===== config.mk =====
export PLATFORM = sky130hd
export DESIGN_NAME = vga_scan_timing
export DESIGN_NICKNAME = d
export VERILOG_FILES = /design/src/rtl/vga_scan_timing.sv
export SDC_FILE = /design/constraint.sdc
export NUM_CORES = 1
export LEC_CHECK = 0
export BUFFER_PORTS_ARGS = -buffer_cell sky130_fd_sc_hd__buf_2
export CAP_MARGIN = 20
export CELL_PAD_IN_SITES_DETAIL_PLACEMENT = 1
export CELL_PAD_IN_SITES_GLOBAL_PLACEMENT = 2
export CORE_ASPECT_RATIO = 1.25
export CORE_MARGIN = 4
export CORE_UTILIZATION = 35
export CTS_CLUSTER_DIAMETER = 40
export DETAILED_ROUTE_END_ITERATION = 6
export PLACE_DENSITY_LB_ADDON = 0.25
export RECOVER_POWER = 50
export SLEW_MARGIN = 30
export SYNTH_ARGS = -nofsm -noshare
export SYNTH_HDL_FRONTEND = slang
export SYNTH_SLANG_ARGS = --single-unit
export TNS_END_PERCENT = 5

===== constraint.sdc =====
create_clock -name clock -period 2.8 [get_ports clock]
set_input_delay 0 -clock clock [delete_from_list [all_inputs] [get_ports clock]]
set_output_delay 0 -clock clock [all_outputs]
set_load 0.005 [all_outputs]

===== src/rtl/vga_scan_timing.sv =====
// Raster timing generator and registered VGA output stage. Coordinates go out to the
// pixel pipeline; sync/blank are delayed to meet the returning colour on the same pixel.
module vga_scan_timing #(
   parameter int   H_VISIBLE  = 1280,
   parameter int   H_FRONT    = 48,
   parameter int   H_SYNC     = 112,
   parameter int   H_BACK     = 248,
   parameter int   V_VISIBLE  = 1024,
   parameter int   V_FRONT    = 1,
   parameter int   V_SYNC     = 3,
   parameter int   V_BACK     = 38,
   parameter logic SYNC_POL   = 1'b1,
   parameter int   PIPE_DELAY = 5
) (
   input  logic        clock,
   input  logic        reset,
   input  logic [23:0] color,
   output logic [11:0] display_col,
   output logic [10:0] display_row,
   output logic        frame_start,
   output logic [7:0]  vga_r,
   output logic [7:0]  vga_g,
   output logic [7:0]  vga_b,
   output logic        vga_hs,
   output logic        vga_vs,
   output logic        vga_blank_n
);

   localparam int H_TOTAL = H_VISIBLE + H_FRONT + H_SYNC + H_BACK;
   localparam int V_TOTAL = V_VISIBLE + V_FRONT + V_SYNC + V_BACK;

   // Comparisons run one bit wider than the counters so a limit of exactly 4096/2048 still fits.
   localparam logic [12:0] H_VIS_C  = 13'(H_VISIBLE);
   localparam logic [12:0] H_SS_C   = 13'(H_VISIBLE + H_FRONT);
   localparam logic [12:0] H_SE_C   = 13'(H_VISIBLE + H_FRONT + H_SYNC);
   localparam logic [12:0] H_LAST_C = 13'(H_TOTAL - 1);
   localparam logic [11:0] V_VIS_C  = 12'(V_VISIBLE);
   localparam logic [11:0] V_SS_C   = 12'(V_VISIBLE + V_FRONT);
   localparam logic [11:0] V_SE_C   = 12'(V_VISIBLE + V_FRONT + V_SYNC);
   localparam logic [11:0] V_LAST_C = 12'(V_TOTAL - 1);

   initial begin
      assert (H_TOTAL <= 4096 && V_TOTAL <= 2048 && PIPE_DELAY >= 1)
         else $fatal(1, "vga_scan_timing: totals exceed counter width or PIPE_DELAY < 1");
   end

   typedef struct packed {
      logic active;
      logic hs;
      logic vs;
   } stage_t;

   logic [11:0] col_q, col_d;
   logic [10:0] row_q, row_d;
   logic        frame_start_q, frame_start_d;
   stage_t [PIPE_DELAY-1:0] pipe_q, pipe_d;
   logic [23:0] rgb_q, rgb_d;
   logic        hs_q, hs_d;
   logic        vs_q, vs_d;
   logic        blank_n_q, blank_n_d;

   logic [12:0] col_ext;
   logic [11:0] row_ext;
   logic        line_end;
   stage_t      raw;
   stage_t      last;

   assign col_ext  = {1'b0, col_q};
   assign row_ext  = {1'b0, row_q};
   assign line_end = (col_ext == H_LAST_C);
   assign last     = pipe_q[PIPE_DELAY-1];

   always_comb begin
      raw        = '0;
      raw.active = (col_ext < H_VIS_C) && (row_ext < V_VIS_C);
      raw.hs     = (col_ext >= H_SS_C) && (col_ext < H_SE_C);
      raw.vs     = (row_ext >= V_SS_C) && (row_ext < V_SE_C);
   end

   always_comb begin
      col_d         = col_q + 12'd1;
      row_d         = row_q;
      frame_start_d = 1'b0;
      if (line_end) begin
         col_d = '0;
         if (row_ext == V_LAST_C) begin
            row_d         = '0;
            frame_start_d = 1'b1;
         end else begin
            row_d = row_q + 11'd1;
         end
      end
   end

   // Colour has no handshake: it must be valid exactly PIPE_DELAY cycles after its
   // coordinate, so the raw sync/blank bits ride a shift register of the same depth.
   always_comb begin
      pipe_d    = pipe_q;
      pipe_d[0] = raw;
      for (int i = 1; i < PIPE_DELAY; i++) begin
         pipe_d[i] = pipe_q[i-1];
      end
   end

   always_comb begin
      blank_n_d = last.active;
      rgb_d     = last.active ? color : 24'h0;
      hs_d      = last.hs ? SYNC_POL : ~SYNC_POL;
      vs_d      = last.vs ? SYNC_POL : ~SYNC_POL;
   end

   always_ff @(posedge clock or negedge reset) begin
      if (!reset) begin
         col_q         <= '0;
         row_q         <= '0;
         frame_start_q <= 1'b0;
         pipe_q        <= '0;
         rgb_q         <= '0;
         hs_q          <= ~SYNC_POL;
         vs_q          <= ~SYNC_POL;
         blank_n_q     <= 1'b0;
      end else begin
         col_q         <= col_d;
         row_q         <= row_d;
         frame_start_q <= frame_start_d;
         pipe_q        <= pipe_d;
         rgb_q         <= rgb_d;
         hs_q          <= hs_d;
         vs_q          <= vs_d;
         blank_n_q     <= blank_n_d;
      end
   end

   assign display_col = col_q;
   assign display_row = row_q;
   assign frame_start = frame_start_q;
   assign vga_r       = rgb_q[23:16];
   assign vga_g       = rgb_q[15:8];
   assign vga_b       = rgb_q[7:0];
   assign vga_hs      = hs_q;
   assign vga_vs      = vs_q;
   assign vga_blank_n = blank_n_q;

endmodule

==> metrics.cfg, run 1 <==
[setup_path]
crit_chain=ha_1, and4bb_1, and3_1, nand4_1, xnor2_1
critPathCaptureType=flop
crit_slowest_cell=and3_1
critical_path_arrival_ns=2.28
crit_path_max_incr_delay_ns=0.61
path_class=reg -> reg
cp-start-kind=flop
critPathMaxFanout=16
required_ns=3.01

[timing]
timing.fmax_mhz=485
maxSlewViolCount=0
finalSetupViolCount=0
finClkSkew_ns=0.00865
period_minus_slack_ns=2.06
whs_ns=0.294
fin_crit_sh_pct=73.6
rsz0062_at_grt=no
tns_ns=0
tightest_slew_ns=0.876
postLayoutSetupSlackWorst_ns=0.738
maxSlewHeadroom_pct=41.6
hold_violations=0

[layout]
regArea_sq_mm=0.00165
fillers=768
post-route-cell-area_sq_mm=0.00337
area_growth_pct=35.7
stdcell_count=396
multiInputGateArea_sq_um=766
diodes=0
drive_gt1_share_pct=21.9
final_core_util_pct=48.6
layout.nets=331

[synthesis]
synthCells=192
synth_most_common_cell=dfrtp_1
avgSynthCellArea_sq_um=12.9
seq_area_frac_synth_pct=66.4
synth_nets=222
ys_ff_latch=66
netlist_top_cells_count=66 x dfrtp_1, 25 x and2_1, 13 x nand3_1
synth_top_cell_area_share_pct=66.4
yosysWarnings=0
synth_top_cell_by_area=dfrtp_1
synth.cell_area_sq_mm=0.00249
async_flop_share_pct=100
synth_ff_type=dfrtp_1
synth-edff-count=0
ys_top_cells_by_area=dfrtp_1 66%, and2_1 6.3%, xnor2_1 3.5%
synth.distinct_cells=34

[floorplanning]
num_io_pins=77
start_util_pct=35.9
fp.coreArea_sq_mm=0.00693
fp.dieH_um=102
die-area_sq_mm=0.00852
die_w_um=83.4
rows=34

[routing]
drtPass1Iterations=4
vias=1830
routed_via_density=4.62
antenna_left=0
drc=0
drt_wl_total_mm=5.82
route.detailed.wl_per_inst_um=14.7
drt_iter0_drc=25

[global_route]
grt_pass1_vias=1917
overflow=0
antenna_found_initial=0
grt_max_degree=51
track_usage_pct=14.9
grt_pass1_wl_mm=10.0

[clock_tree]
clock_path_buffers=2
clk_pin_slew_ns=0.08
numCtsBuffers=9
htree_levels=3
cts_tree=built
insertion_delay_ns=0.33
post_cts_resized=0
cts_root_buffer=clkbuf_8
numClockSinks=66

[pwr]
power_mw=1.94
p_leak_nw=1.51
vdd_drop_max_uv=249
p_per_area_mw_per_mm2=574

[place]
io_buffer_count=76
placed_area_sq_mm=0.00295
place_congestion=0.720
post-dp-hpwl_mm=3.91
placed_cells=355
dp_slack_ns=0.720

[status]
outcome=finished clean

[hold_path]
worstHoldPathType=in -> async

[job]
cap_violations=0

==> area by class of cell <==
cell class              instances  area share [%]
clock buffers                  10            3.78
clock inverters                 6            2.71
inverters                       8           0.890
multi-input cells             114            22.7
flip-flops and latches         66            49.0
well taps                      90            3.34
repair buffers                102            17.6
==> path summary, 6_finish.rpt <==
check	slack, ns	cells after the start	startpoint	end
worst max-delay path	0.74	5	display_col[0]	display_row[9]
worst min-delay path	0.29	2	reset	pipe_d[4]
worst max register to register	0.74	5	display_col[0]	display_row[9]
worst min register to register	0.35	0	pipe_d[5]	pipe_d[8]
max in group asynchronous	1.34	3	reset	last[0]
min in group clock	0.35	0	pipe_d[5]	pipe_d[8]
==> power breakdown <==
| group | total (mW) | switching, mW | leakage, nW | internal (mW) |
|---|---|---|---|---|
| logic | 0.0936 | 0.0410 | 0.587 | 0.0526 |
| clock network | 0.870 | 0.367 | 0.0987 | 0.503 |
| registers | 0.974 | 0.00427 | 0.821 | 0.970 |
==> routing by layer <==
layer	track usage, %	wire [um]
met1	19.5	2620
met3	3.47	340
met4	7.55	101
met2	23.5	2760
met5	0	0
==> flip-flops by register name, summed over array words and instances (netlist names) <==
signal	count
frame_start	1
display_col	12
rgb_q	24
last	2
display_row	11
blank_n_d	1
vga_vs	1
vga_hs	1
pipe_d	12
vga_blank_n	1
==> layout by cell type, fill, tap and decap left out, drive strengths merged, types with 4 or more instances in the layout <==
| cell | n |
|---|---|
| clkbuf | 44 |
| and3 | 5 |
| ha | 4 |
| nand2 | 8 |
| dlygate4sd3 | 25 |
| nand3 | 14 |
| nor3 | 5 |
| inv | 8 |
| xnor2 | 10 |
| nand4 | 5 |
| and2 | 26 |
| xor2 | 4 |
| nor2 | 9 |
| dfrtp | 66 |
| buf | 43 |
| o21ai | 7 |
==> kinds of logic after synthesis <==
family	count (synthesis)	share of synthesized area, %
xor gates and xnor gates	14	4.93
adders and majority gates	4	2.01
buffers and inverters	12	2.77
AOI/OAI and AO/OA	15	4.43
DFF	66	66.4
and+or+nand+nor	81	19.4
==> critical path: cells and delay by family, from the launching register on <==
family                     cells  cell delay [ns]
xor gates and xnor gates       1             0.17
adders and majority gates      1             0.25
DFF                            1             0.44
and+or+nand+nor                3             1.08
==> repair_timing <==
item / 4_1_cts / 5_1_grt
endpoints found under the hold margin: 40 / 0
setup buffers: 0 / 0
hold buffers: 25 / 0
(Power assumes the default switching activity.)
==> inputs of run 2 (changes only) <==
- CORE_UTILIZATION: 35 -> 32
- clock period: 2.8 -> 2.2 ns (I/O delays scaled with it)
==> run 2 against run 1 <==
Critical path depth grew 1. Maximum frequency grew 19%. Via count shrank 0.33%. Sequential share of layout area grew 0.16 points. Global-route usage shrank 0.71 points. Core utilization shrank 3.8 points. Wire length grew 3.6%. First-iteration DRC count grew to 2.7 times the previous value. Worst setup slack lost 0.27 ns. Register-to-register slack lost 0.27 ns.
==> metrics.cfg, run 2 (synthesized netlist as in run 1, its figures left out) <==
[floorplanning]
num_io_pins=77  ; unchanged
start_util_pct=33.2  ; -2.7 points
fp.dieH_um=107  ; +4.2%
rows=35  ; +2.9%
fp.coreArea_sq_mm=0.00749  ; +8.0%
die-area_sq_mm=0.00925  ; +8.5%
die_w_um=86.8  ; +4.1%

[pwr]
power_mw=2.21  ; +14%
p_leak_nw=1.57  ; +4.0%
p_per_area_mw_per_mm2=656  ; +14%
vdd_drop_max_uv=295  ; +19%

[hold_path]
worstHoldPathType=reg -> reg

[clock_tree]
clock_path_buffers=2  ; unchanged
numClockSinks=66  ; unchanged
htree_levels=3  ; unchanged
clk_pin_slew_ns=0.07  ; about the same
numCtsBuffers=9  ; unchanged
cts_tree=built
insertion_delay_ns=0.33  ; about the same
cts_root_buffer=clkbuf_8
post_cts_resized=0  ; unchanged

[timing]
finClkSkew_ns=0.00609  ; -0.00255 ns
postLayoutSetupSlackWorst_ns=0.470  ; -0.268 ns
maxSlewViolCount=0  ; unchanged
tightest_slew_ns=1.24  ; +0.363 ns
period_minus_slack_ns=1.73  ; -0.332 ns
rsz0062_at_grt=no
fin_crit_sh_pct=78.6  ; +5.0 points
maxSlewHeadroom_pct=17.4  ; -24 points
tns_ns=0  ; unchanged
timing.fmax_mhz=578  ; +19%
finalSetupViolCount=0  ; unchanged
hold_violations=0  ; unchanged

[global_route]
grt_pass1_wl_mm=10.2  ; +2.1%
track_usage_pct=14.2  ; -0.71 points
overflow=0  ; unchanged
grt_pass1_vias=2021  ; +5.4%
antenna_found_initial=0  ; unchanged
grt_max_degree=47  ; -7.8%

[place]
place_congestion=0.690  ; -4.1%
io_buffer_count=76  ; unchanged
dp_slack_ns=0.465  ; -0.255 ns
post-dp-hpwl_mm=3.99  ; +1.8%

[status]
outcome=finished clean

[routing]
drtPass1Iterations=4  ; unchanged
antenna_left=0  ; unchanged
drc=0  ; unchanged
vias=1824  ; -0.33%
routed_via_density=4.57  ; -1.1%
route.detailed.wl_per_inst_um=15.1  ; +2.8%
drt_wl_total_mm=6.03  ; +3.6%
drt_iter0_drc=68  ; +170%

[layout]
largest-register=rgb_q
diodes=0  ; unchanged
largest_reg_flops=24  ; unchanged
layout.nets=333  ; +0.60%
area_growth_pct=35.2
layout_common_cells=66 x dfrtp_1, 56 x buf_2, 25 x and2_1, 25 x dlygate4sd3_1, 20 x clkbuf_1
fillers=836  ; +8.9%
mostFrequentLayoutCell=dfrtp_1
drive_gt1_share_pct=27.4  ; +5.5 points

[setup_path]
required_ns=2.41  ; -0.60 ns
cp-start-kind=flop
critPathMaxFanout=11  ; -5
crit_path_max_incr_delay_ns=0.43  ; -0.18 ns
critical_path_arrival_ns=1.94  ; -0.34 ns
path_class=reg -> reg
critPathCaptureType=flop
crit_slowest_cell=dfrtp_1
crit_chain=ha_1, and4bb_1, and3_1, buf_4, a41oi_1, a31oi_1

[job]
cap_violations=0  ; unchanged

## run 2: metrics by stage
step | cells | instance area, sq um | hold WS [ns] | utilization [%]
after global routing | 399 | 3360 | 0.355 | 44.9
final | 399 | 3360 | 0.349 | 44.9
after global placement | 359 | 2980 | 0.00286 | 39.8
after CTS | 399 | 3390 | 0.167 | 45.2
after floorplan | 192 | 2490 | -0.296 | -
after detailed placement | 359 | 2980 | 0.00181 | 39.8
## run 2: layout make-up
type | instances | area, sq um | area share, %
Inverter | 8 | 30.0 | 0.893
Tap cell | 92 | 115 | 3.42
Clock inverter | 6 | 35.0 | 1.04
Multi-Input combinational cell | 114 | 766 | 22.8
Sequential cell | 66 | 1650 | 49.1
Timing Repair Buffer | 104 | 641 | 19.1
Clock buffer | 9 | 124 | 3.68
## run 2: path summary, 6_finish.rpt
kind	start	to	slack [ns]	depth (start not counted)
worst max-delay path	display_col[0]	display_row[5]	0.47	6
max in group asynchronous	reset	display_row[2]	0.91	3
worst max register to register	display_col[0]	display_row[5]	0.47	6
min in group asynchronous	reset	vga_hs	0.45	2
worst min register to register	pipe_d[3]	pipe_d[6]	0.35	0
worst min-delay path	pipe_d[3]	pipe_d[6]	0.35	0
## run 2: worst max-delay path, delay by kind of cell, from the launching register on
kind,cells,cell delay [ns]
flops,1,0.43
compound gates,2,0.28
fa+ha+maj,1,0.27
buf+inv,1,0.19
simple gates,2,0.45
## run 2: where the power goes
group | switching (mW) | internal [mW]
Clock | 0.448 | 0.393
Sequential | 0.00592 | 1.24
Combinational | 0.0536 | 0.0697
## run 2: routing by layer
layer,GRT usage [%],routed length (um),vias up
met5,0,0,-
met2,23.3,3040,62
met4,6.01,70,0
li1,-,-,866
met1,17.8,2510,888
met3,3.18,403,8
## run 2: what timing repair did
item                                   in CTS  in global routing
endpoints found under the hold margin      44                  0
hold buffers                               25                  0
setup buffers                               0                  0
